--- config.mk ---
export PLATFORM = sky130hd
export DESIGN_NAME = mult_div_unit_flat
export DESIGN_NICKNAME = d
export VERILOG_FILES = /design/src/rtl/mult_div_unit_if.sv /design/src/rtl/mult_div_unit.sv /design/src/flat_wrapper.sv
export SDC_FILE = /design/constraint.sdc
export NUM_CORES = 1
export LEC_CHECK = 0
export ABC_AREA = 1
export CORE_ASPECT_RATIO = 0.9
export CORE_MARGIN = 5
export CORE_UTILIZATION = 55
export CTS_BUF_LIST = sky130_fd_sc_hd__clkbuf_4 sky130_fd_sc_hd__clkbuf_8
export CTS_CLUSTER_SIZE = 8
export DETAILED_ROUTE_END_ITERATION = 7
export GPL_TIMING_DRIVEN = 0
export PLACE_DENSITY = 0.77
export RECOVER_POWER = 25
export SLEW_MARGIN = 20
export SYNTH_ARGS = -nofsm -noshare
export SYNTH_HDL_FRONTEND = slang
export SYNTH_SLANG_ARGS = --single-unit
--- constraint.sdc ---
create_clock -name clk_i -period 4.4 [get_ports clk_i]
set_input_delay 0.66 -clock clk_i [delete_from_list [all_inputs] [get_ports clk_i]]
set_output_delay 0.66 -clock clk_i [all_outputs]
set_load 0.01 [all_outputs]
--- src/rtl/mult_div_unit_if.sv ---
// rtl/mult_div_unit_if.sv - start/operand/result bundle between the control unit and mult_div_unit
interface mult_div_unit_if #(
   parameter int WIDTH = 32
);
   logic             mult;
   logic             div;
   logic [WIDTH-1:0] a;
   logic [WIDTH-1:0] b;
   logic [WIDTH-1:0] hi;
   logic [WIDTH-1:0] lo;
   logic             busy;
   logic             done;
   logic             divzero;
   logic             overflowmult;

   modport master (
      output mult, div, a, b,
      input  hi, lo, busy, done, divzero, overflowmult
   );

   modport slave (
      input  mult, div, a, b,
      output hi, lo, busy, done, divzero, overflowmult
   );
endinterface

--- src/rtl/mult_div_unit.sv ---
// rtl/mult_div_unit.sv - multicycle signed Booth multiply / restoring divide into HI/LO
// Optional macro MULTDIV_OVERFLOW_EN enables the overflowmult product-range flag.
module mult_div_unit #(
   parameter int WIDTH = 32
) (
   input  logic            clk_i,
   input  logic            reset_i,
   mult_div_unit_if.slave  bus_io
);
   localparam int CW = $clog2(WIDTH) + 1;
   localparam logic [CW-1:0] CNT_LAST = CW'(WIDTH);

   typedef enum logic [1:0] {
      S_IDLE,
      S_MULT,
      S_DIV,
      S_DONE
   } state_e;

   state_e           state_q;
   logic [WIDTH:0]   acc_q;
   logic [WIDTH-1:0] q_q;
   logic [WIDTH-1:0] m_q;
   logic             qm1_q;
   logic             neg_quot_q;
   logic             neg_rem_q;
   logic [CW-1:0]    cnt_q;
   logic [WIDTH-1:0] hi_q;
   logic [WIDTH-1:0] lo_q;
   logic             busy_q;
   logic             done_q;
   logic             divzero_q;

   logic [WIDTH-1:0] a_mag;
   logic [WIDTH-1:0] b_mag;
   logic [WIDTH:0]   m_ext;
   logic [WIDTH:0]   booth_sum;
   logic [WIDTH:0]   mul_acc_d;
   logic [WIDTH-1:0] mul_q_d;
   logic [WIDTH:0]   div_shift;
   logic [WIDTH:0]   div_diff;
   logic [WIDTH:0]   div_acc_d;
   logic [WIDTH-1:0] div_q_d;
   logic [WIDTH-1:0] quot_fix;
   logic [WIDTH-1:0] rem_fix;

   always_comb begin
      a_mag = bus_io.a[WIDTH-1] ? -bus_io.a : bus_io.a;
      b_mag = bus_io.b[WIDTH-1] ? -bus_io.b : bus_io.b;

      // acc carries one guard bit so subtracting the most-negative multiplicand cannot overflow
      m_ext = {m_q[WIDTH-1], m_q};
      case ({q_q[0], qm1_q})
         2'b01:   booth_sum = acc_q + m_ext;
         2'b10:   booth_sum = acc_q - m_ext;
         default: booth_sum = acc_q;
      endcase
      mul_acc_d = {booth_sum[WIDTH], booth_sum[WIDTH:1]};
      mul_q_d   = {booth_sum[0], q_q[WIDTH-1:1]};

      div_shift = {acc_q[WIDTH-1:0], q_q[WIDTH-1]};
      div_diff  = div_shift - {1'b0, m_q};
      if (!div_diff[WIDTH]) begin
         div_acc_d = div_diff;
         div_q_d   = {q_q[WIDTH-2:0], 1'b1};
      end else begin
         div_acc_d = div_shift;
         div_q_d   = {q_q[WIDTH-2:0], 1'b0};
      end

      quot_fix = neg_quot_q ? -q_q : q_q;
      rem_fix  = neg_rem_q ? -acc_q[WIDTH-1:0] : acc_q[WIDTH-1:0];
   end

   always_ff @(posedge clk_i) begin
      if (reset_i) begin
         state_q    <= S_IDLE;
         acc_q      <= '0;
         q_q        <= '0;
         m_q        <= '0;
         qm1_q      <= 1'b0;
         neg_quot_q <= 1'b0;
         neg_rem_q  <= 1'b0;
         cnt_q      <= '0;
         hi_q       <= '0;
         lo_q       <= '0;
         busy_q     <= 1'b0;
         done_q     <= 1'b0;
         divzero_q  <= 1'b0;
      end else begin
         done_q    <= 1'b0;
         divzero_q <= 1'b0;
         case (state_q)
            S_IDLE: begin
               if (bus_io.mult) begin
                  acc_q   <= '0;
                  q_q     <= bus_io.a;
                  m_q     <= bus_io.b;
                  qm1_q   <= 1'b0;
                  cnt_q   <= '0;
                  busy_q  <= 1'b1;
                  state_q <= S_MULT;
               end else if (bus_io.div) begin
                  busy_q <= 1'b1;
                  if (bus_io.b != '0) begin
                     acc_q      <= '0;
                     q_q        <= a_mag;
                     m_q        <= b_mag;
                     neg_quot_q <= bus_io.a[WIDTH-1] ^ bus_io.b[WIDTH-1];
                     neg_rem_q  <= bus_io.a[WIDTH-1];
                     cnt_q      <= '0;
                     state_q    <= S_DIV;
                  end else begin
                     done_q    <= 1'b1;
                     divzero_q <= 1'b1;
                     state_q   <= S_DONE;
                  end
               end
            end
            S_MULT: begin
               if (cnt_q == CNT_LAST) begin
                  hi_q    <= acc_q[WIDTH-1:0];
                  lo_q    <= q_q;
                  done_q  <= 1'b1;
                  state_q <= S_DONE;
               end else begin
                  acc_q <= mul_acc_d;
                  q_q   <= mul_q_d;
                  qm1_q <= q_q[0];
                  cnt_q <= cnt_q + 1'b1;
               end
            end
            S_DIV: begin
               if (cnt_q == CNT_LAST) begin
                  hi_q    <= rem_fix;
                  lo_q    <= quot_fix;
                  done_q  <= 1'b1;
                  state_q <= S_DONE;
               end else begin
                  acc_q <= div_acc_d;
                  q_q   <= div_q_d;
                  cnt_q <= cnt_q + 1'b1;
               end
            end
            S_DONE: begin
               busy_q  <= 1'b0;
               state_q <= S_IDLE;
            end
            default: begin
               busy_q  <= 1'b0;
               state_q <= S_IDLE;
            end
         endcase
      end
   end

`ifdef MULTDIV_OVERFLOW_EN
   logic ovf_q;

   // Valid only during DONE; cleared on every other cycle so divides always report 0
   always_ff @(posedge clk_i) begin
      if (reset_i) begin
         ovf_q <= 1'b0;
      end else if (state_q == S_MULT && cnt_q == CNT_LAST) begin
         ovf_q <= (acc_q[WIDTH-1:0] != {WIDTH{q_q[WIDTH-1]}});
      end else begin
         ovf_q <= 1'b0;
      end
   end

   assign bus_io.overflowmult = ovf_q;
`else
   assign bus_io.overflowmult = 1'b0;
`endif

   assign bus_io.hi      = hi_q;
   assign bus_io.lo      = lo_q;
   assign bus_io.busy    = busy_q;
   assign bus_io.done    = done_q;
   assign bus_io.divzero = divzero_q;
endmodule

--- src/flat_wrapper.sv ---
// flat-port wrapper written by rule: the top's interface ports become plain ports
module mult_div_unit_flat 
#(
   parameter int WIDTH = 32
)
  (clk_i, reset_i, bus_io_mult, bus_io_div, bus_io_a, bus_io_b, bus_io_hi, bus_io_lo, bus_io_busy, bus_io_done, bus_io_divzero, bus_io_overflowmult);
  mult_div_unit_if #(.WIDTH(WIDTH)) bus_io_i ();
  input  logic clk_i;
  input  logic reset_i;
  input wire logic [$bits(bus_io_i.mult)-1:0] bus_io_mult;
  input wire logic [$bits(bus_io_i.div)-1:0] bus_io_div;
  input wire logic [$bits(bus_io_i.a)-1:0] bus_io_a;
  input wire logic [$bits(bus_io_i.b)-1:0] bus_io_b;
  output wire logic [$bits(bus_io_i.hi)-1:0] bus_io_hi;
  output wire logic [$bits(bus_io_i.lo)-1:0] bus_io_lo;
  output wire logic [$bits(bus_io_i.busy)-1:0] bus_io_busy;
  output wire logic [$bits(bus_io_i.done)-1:0] bus_io_done;
  output wire logic [$bits(bus_io_i.divzero)-1:0] bus_io_divzero;
  output wire logic [$bits(bus_io_i.overflowmult)-1:0] bus_io_overflowmult;
  assign bus_io_i.mult = bus_io_mult;
  assign bus_io_i.div = bus_io_div;
  assign bus_io_i.a = bus_io_a;
  assign bus_io_i.b = bus_io_b;
  assign bus_io_hi = bus_io_i.hi;
  assign bus_io_lo = bus_io_i.lo;
  assign bus_io_busy = bus_io_i.busy;
  assign bus_io_done = bus_io_i.done;
  assign bus_io_divzero = bus_io_i.divzero;
  assign bus_io_overflowmult = bus_io_i.overflowmult;
  mult_div_unit #(.WIDTH(WIDTH)) u_core (.clk_i(clk_i), .reset_i(reset_i), .bus_io(bus_io_i));
endmodule
### Word level (Yosys, flattened, before mapping)

Index checks and enable logic that the tools add are counted.

| storage, ports and cells | value |
|---|---|
| register bits | 175 |
| word-level logic and storage cells | 107 |
| input bits | 68 |

| cells by class | value |
|---|---|
| reduce and logical (&&, ||, !) cells | 19 |
| add/sub/neg operators | 8 |
| equal/unequal tests | 15 |
| bitwise gates (word level) | 3 |
| mux-type cells | 49 |

Operators with widths:

| kind | number |
|---|---|
| $mux W32 | 16 |
| $mux W33 | 6 |
| $neg A32 Y32 | 4 |
| $pmux W32 S2 | 2 |
| $pmux W33 S3 | 1 |
| $pmux W32 S3 | 1 |
| $pmux W33 S2 | 1 |
| $add A33 B33 Y33 | 1 |
| $sub A33 B32 Y33 | 1 |
| $sub A33 B33 Y33 | 1 |
| $reduce_bool A32 Y1 | 1 |
| $mux W6 | 4 |
| $pmux W6 S2 | 1 |
| $reduce_bool A2 Y1 | 6 |
| $mux W1 | 10 |
| $reduce_and A3 Y1 | 3 |
| $ne A2 B2 Y1 const B | 4 |
| $reduce_and A4 Y1 | 2 |
| $add A6 B1 Y6 const B | 1 |
| $eq A2 B2 Y1 const B | 3 |
| $eq A6 B6 Y1 const B | 1 |
| $mux W2 | 3 |
| $ne A2 B1 Y1 const B | 3 |
| $pmux W1 S2 | 3 |
| other kinds (11) | 15 |

### Logic depth before layout (Yosys ltp)

Gate-level depths: netlist (run 1).

| depth | value |
|---|---|
| word-level depth | 6 |
| mapped depth | 27 |

### Worst setup path before layout (run 1)

OpenSTA, ideal clock, no wires.

| timing path | value |
|---|---|
| kind | reg2reg |
| start | register u_core.m_q[1] |
| end | register u_core.acc_q[31] |
| clock period less this slack | 3.138 ns |
| cell stages (with the launch flop) | 25 |
| setup slack | 1.262 ns |
| arrival time | 3.006 ns |
| path through | dfxtp_1 inv_1 ha_1 nand2_1 nor2_1 nand3_1 o31ai_2 o21ai_1 a21oi_1 o21ai_1 xor2_1 ha_1 nand2_1 nor3_1 nand2_1 nor2_1 nand2_1 nand2_1 nand2_1 nand3_1 nand2_1 nand3_1 nand2_1 nand2_1 a21oi_1 |

| between the ends | value |
|---|---|
| word-level cells in the longest chain between the ends | 4 |
| elaborated cells on any way between the ends | 8 |
| those cells by class | 3 x add/sub; 5 x mux |

Ends and longest elaborated chain:

| element | line | source |
|---|---|---|
| start, declared | mult_div_unit.sv:23 | `logic [WIDTH-1:0] m_q;` |
| start signal, assigned | mult_div_unit.sv:98 | `m_q <= bus_io.b;` |
| start signal, assigned | mult_div_unit.sv:108 | `m_q <= b_mag;` |
| $sub A33 B33 Y33, or another cell as far along | mult_div_unit.sv:55 | `2'b10: booth_sum = acc_q - m_ext;` |
| $pmux W33 S2 / $mux W33 (equally long branches) | mult_div_unit.sv:53, mult_div_unit.sv:63 |  |
| $mux W33 (on tied branches) | mult_div_unit.sv:121, mult_div_unit.sv:134 |  |
| $pmux W33 S3 (*) | mult_div_unit.sv:93 | `case (state_q)` |
| end signal, assigned | mult_div_unit.sv:127 | `acc_q <= mul_acc_d;` |
| end signal, assigned | mult_div_unit.sv:140 | `acc_q <= div_acc_d;` |
| end, declared | mult_div_unit.sv:21 | `logic [WIDTH:0] acc_q;` |

Every way passes the cells marked *; elsewhere a longest branch is shown, timed or not. The select of a mux whose other input is x is not followed.
A chain may end at the register's enable or synchronous reset.

### Worst setup path in the final report (run 1)

| timing path | value |
|---|---|
| start | register u_core.m_q[4] |
| end | register u_core.acc_q[15] |

Same word-level chain as after synthesis.

==> results of run 1 <==
## sequential cells by signal, summed over array words and instances (netlist names)
name and cells:
u_core.neg_rem_q 1, u_core.m_q 32, u_core.q_q 32, u_core.acc_q 33
u_core.neg_quot_q 1, u_core.bus_io.lo 32, u_core.bus_io.divzero 1, u_core.bus_io.done 1
u_core.bus_io.hi 32, u_core.qm1_q 1, u_core.state_q 2, u_core.bus_io.busy 1
u_core.cnt_q 6
## timing repair
action,CTS,global route
hold buffers,0,0
resized for setup,3,27
pin swaps,0,1
setup endpoints to repair,7,34
endpoints found under the hold margin,0,0
setup buffers,0,0
## cells in the final DEF (no fill, tap or decap), types with 58 or more instances in the layout
cell / count
sky130_fd_sc_hd__a21oi_1: 321
sky130_fd_sc_hd__clkbuf_1: 58
sky130_fd_sc_hd__nand2_1: 587
sky130_fd_sc_hd__ha_1: 75
sky130_fd_sc_hd__dlygate4sd3_1: 60
sky130_fd_sc_hd__clkdlybuf4s50_1: 73
sky130_fd_sc_hd__nor2_1: 222
sky130_fd_sc_hd__xor2_1: 96
sky130_fd_sc_hd__dfxtp_1: 175
sky130_fd_sc_hd__inv_1: 294
sky130_fd_sc_hd__o21ai_0: 245
sky130_fd_sc_hd__nand3_1: 118
## logic make-up (layout without fill, tap and decap cells)
logic type               Yosys count  count (layout)  synth area share [%]
XOR/XNOR                         121             121                  6.80
AND/OR/NAND/NOR                 1063            1063                  29.1
flip-flops                       175             175                  22.5
AO/OA/AOI/OAI                    712             712                  25.0
adder cells (fa/ha/maj)           79              79                  6.44
other                              1               1                0.0241
buffers and inverters            403             567                  10.1
## area by class of cell
cell class              instances  share of cell area (%)
multi-input cells            1976                    59.4
plain buffers                  97                    2.43
clock inverters                14                   0.812
clock buffers                  18                    1.35
well taps                     360                    2.52
repair buffers                133                    7.45
inverters                     305                    6.46
flip-flops and latches        175                    19.6
## routing by layer
layer	part of all wire [%]	routed length (um)	up-vias	GRT usage [%]
met5	0.021	13	-	0
met4	6.3	3980	2	20.5
met3	9.8	6200	239	7.94
met2	43	26900	1106	59.9
met1	41	25900	8675	49.6
li1	-	-	8797	-
## per-stage QoR
stage               cell area, um2  power, uW  worst slack (ns)  setup TNS [ns]  hold slack, ns
global route                 17900      11400           0.00689               0           0.504
floorplan                    15600       6860              1.26               0           0.424
finish                       17900      10800             0.240               0           0.477
CTS                          17800      10400            0.0508               0           0.476
global placement             17400       9180            -0.202          -0.431           0.460
detailed placement           17400       9290            -0.209          -0.437           0.461
## Yosys cell counts (5+ instances only)
master | instances | area [um2]
sky130_fd_sc_hd__a211oi_1 | 7 | 52.6
sky130_fd_sc_hd__xor2_1 | 99 | 867
sky130_fd_sc_hd__inv_1 | 294 | 1100
sky130_fd_sc_hd__a31oi_1 | 16 | 100
sky130_fd_sc_hd__o22ai_1 | 20 | 125
sky130_fd_sc_hd__o21bai_1 | 12 | 90.1
sky130_fd_sc_hd__buf_1 | 7 | 26.3
sky130_fd_sc_hd__nand3b_1 | 8 | 60.1
sky130_fd_sc_hd__nand2_1 | 587 | 2200
sky130_fd_sc_hd__nand3_1 | 119 | 596
sky130_fd_sc_hd__o211ai_1 | 22 | 165
sky130_fd_sc_hd__o21a_1 | 8 | 60.1
sky130_fd_sc_hd__o21ai_1 | 13 | 65.1
sky130_fd_sc_hd__a21o_1 | 10 | 75.1
sky130_fd_sc_hd__nor3_1 | 37 | 185
sky130_fd_sc_hd__or2_2 | 21 | 131
sky130_fd_sc_hd__a21oi_1 | 324 | 1620
sky130_fd_sc_hd__nor3_2 | 11 | 110
sky130_fd_sc_hd__dfxtp_1 | 175 | 3500
sky130_fd_sc_hd__inv_2 | 7 | 26.3
sky130_fd_sc_hd__o221ai_1 | 16 | 140
sky130_fd_sc_hd__o21ai_0 | 248 | 1240
sky130_fd_sc_hd__nor4_1 | 14 | 87.6
sky130_fd_sc_hd__o21ai_2 | 5 | 43.8
sky130_fd_sc_hd__nor2_1 | 225 | 845
sky130_fd_sc_hd__clkbuf_1 | 61 | 229
sky130_fd_sc_hd__xnor2_1 | 22 | 193
sky130_fd_sc_hd__nand4_1 | 21 | 131
sky130_fd_sc_hd__ha_1 | 77 | 963
sky130_fd_sc_hd__buf_2 | 24 | 120
## path summary, 6_finish.rpt
| path | slack [ns] | end | from |
|---|---|---|---|
| worst max-delay path | 0.24 | u_core.acc_q[15] | u_core.m_q[4] |
| worst min-delay path | 0.48 | u_core.neg_rem_q | u_core.neg_rem_q |
| worst max register to register | 0.24 | u_core.acc_q[15] | u_core.m_q[4] |
| worst min register to register | 0.48 | u_core.neg_rem_q | u_core.neg_rem_q |
## power groups by stage
stage                     logic (uW)  registers, uW  clock network [uW]
after CTS                       6850           2450                1130
after global placement          6710           2470                   0
after global routing            7720           2510                1190
after detailed placement        6810           2480                   0
final                           7140           2480                1140
after floorplan                 4480           2370                   0
## worst max-delay path, cell delays in order, from the launching register on
cell	delay, ns
sky130_fd_sc_hd__dfxtp_1	0.46
sky130_fd_sc_hd__inv_1	0.11
sky130_fd_sc_hd__ha_1	0.36
sky130_fd_sc_hd__nand2_1	0.13
sky130_fd_sc_hd__o21ai_0	0.36
sky130_fd_sc_hd__nor2_2	0.12
sky130_fd_sc_hd__o21ai_2	0.26
sky130_fd_sc_hd__nand3_1	0.15
sky130_fd_sc_hd__nand2_1	0.11
sky130_fd_sc_hd__a21oi_1	0.08
sky130_fd_sc_hd__o21bai_2	0.22
sky130_fd_sc_hd__ha_2	0.40
sky130_fd_sc_hd__inv_1	0.14
sky130_fd_sc_hd__clkbuf_4	0.26
sky130_fd_sc_hd__a21oi_1	0.05
sky130_fd_sc_hd__o21ai_0	0.20
sky130_fd_sc_hd__o21ai_0	0.19
sky130_fd_sc_hd__o21ai_0	0.22
sky130_fd_sc_hd__nand2_1	0.10
sky130_fd_sc_hd__a21oi_1	0.14
==> results.md, run 1 <==
- Outcome: completed
- DP Cell Count: between 3,000 and 4,000
- Relative area change from synthesis to final layout: 14.6%
- CTS tree: built
- Worst Path Arrival: ~4.6 ns
- Global routing usage summed across all routing layers: a little under two fifths
- Cell variety after synth: 55
- Share of total power in the clock network: between 10% and 20%
- Final Critical Period: 4.16 ns
- Flops & latches, synth: approximately 180
- # nets final: about 2,900
- Crit path required time: 4.82 ns
- Average cell area after synthesis: a little over 6 um2
- Area of combinational cells with multiple inputs: 10,600 um2
- Hold Path Stages: 2
- Achievable frequency: 240 MHz
- Final Hold Fails: 0
- Number of nets still failing antenna checks after routing: 0
- Synthesized netlist cell count: 2,554
- Chip width: between 150 and 200 um
- Clock sink total: approximately 180
- First drt pass iteration count: 7
- Critical path class: reg2reg
- Non-filler cells, final: around 3,000
- Synthesized net count: about 2,700
- Seq/Total Area, Yosys: between 20 and 25%
- Largest net degree at the start of global routing: 19
- Layout Skew: around 0.018 ns
- Routed len/inst: about 20 um
- Peak supply drop: about 350 uV
- Fraction of power consumed by combinational cells: between 60% and 70%
- Starting density of the core: between 50% and 60%
- Path depth of the worst reg2reg path: 19
- Starting DRC count in detailed routing: 2,642
- Vias in the first global route: 17,600
- Total number of placement rows: 58
- Internal portion of total power: approximately 4600 uW
- # fillers: between 2,000 and 3,000
- Number of enable flip-flop cells after synthesis: 0
- Slew of the pin with the lowest slew margin: approximately 0.83 ns
- Synthesized area: about 16,000 um2
- Area taken by flip-flops and latches: between 3000 and 4000 um2
- Drc violations: 0
- DR vias: 18,800
- Relative max-transition margin: between 40 and 50%
- Top_reg_cell synth: sky130_fd_sc_hd__dfxtp_1
- Number of H-tree levels: 4
- Wire length of the first global-routing pass: ~96 mm
- Sw Ratio: 57.3%
- Number of buffers created by CTS: 17
- Clock insertion delay at the later pin of the skew report: about 0.5 ns
- Fraction of final layout cells with drive strength greater than 1: under 10%
- Total gr overflow: 0
- Number of primary I/O pins: approximately 140
- Buffers from clock root to sink, at most: 2
- Share of async-settable or async-resettable flops after synthesis: 0%
- Worst Setup End Kind: flip-flop
- Routability Congestion: around 1.1
- Core area: 27,900 um2
- Final setup violation count: 0
- Cell chosen for the clock root: sky130_fd_sc_hd__clkbuf_8
- Diodes inserted: 0
- Die Y-Extent: 170 um
- Setup repair after global routing missed its margin: no
- Standby leakage power: 0.00814 uW
- Sequential power share: 23.1%
- Max-cap viol count: 0
- Startpoint Class: flip-flop
- Fin util: a little under two thirds
- Class of the tightest hold or removal check: reg2reg
- Ratio of total power to cell area: between 600 and 700 nW/um2
- Clk slew on worst S/H paths: about 0.11 ns
- Sum of net half-perimeters after detailed placement: roughly 52 mm
- Antenna violations before repair: 1
- Die outline area: 31,800 um2
- Final routed wirelength across all metal layers: between 60 and 70 mm
- Warnings, synthesis: 0
- Vias per Instance: 6.11
- Final number of max-transition violations: 0
- Switch Pwr: 6160 uW
- CP max FO: 10
- # port buffers: 133
- Final critical-path share of the clock period: a little over nine tenths
No activity file was read; power rests on OpenSTA's default activity.
==> inputs of run 2 (changes only) <==
Settings changed: CAP_MARGIN from default to 15.
==> results of run 2 <==
No change in the layout: final DEF, timing and power equal those of run 1.
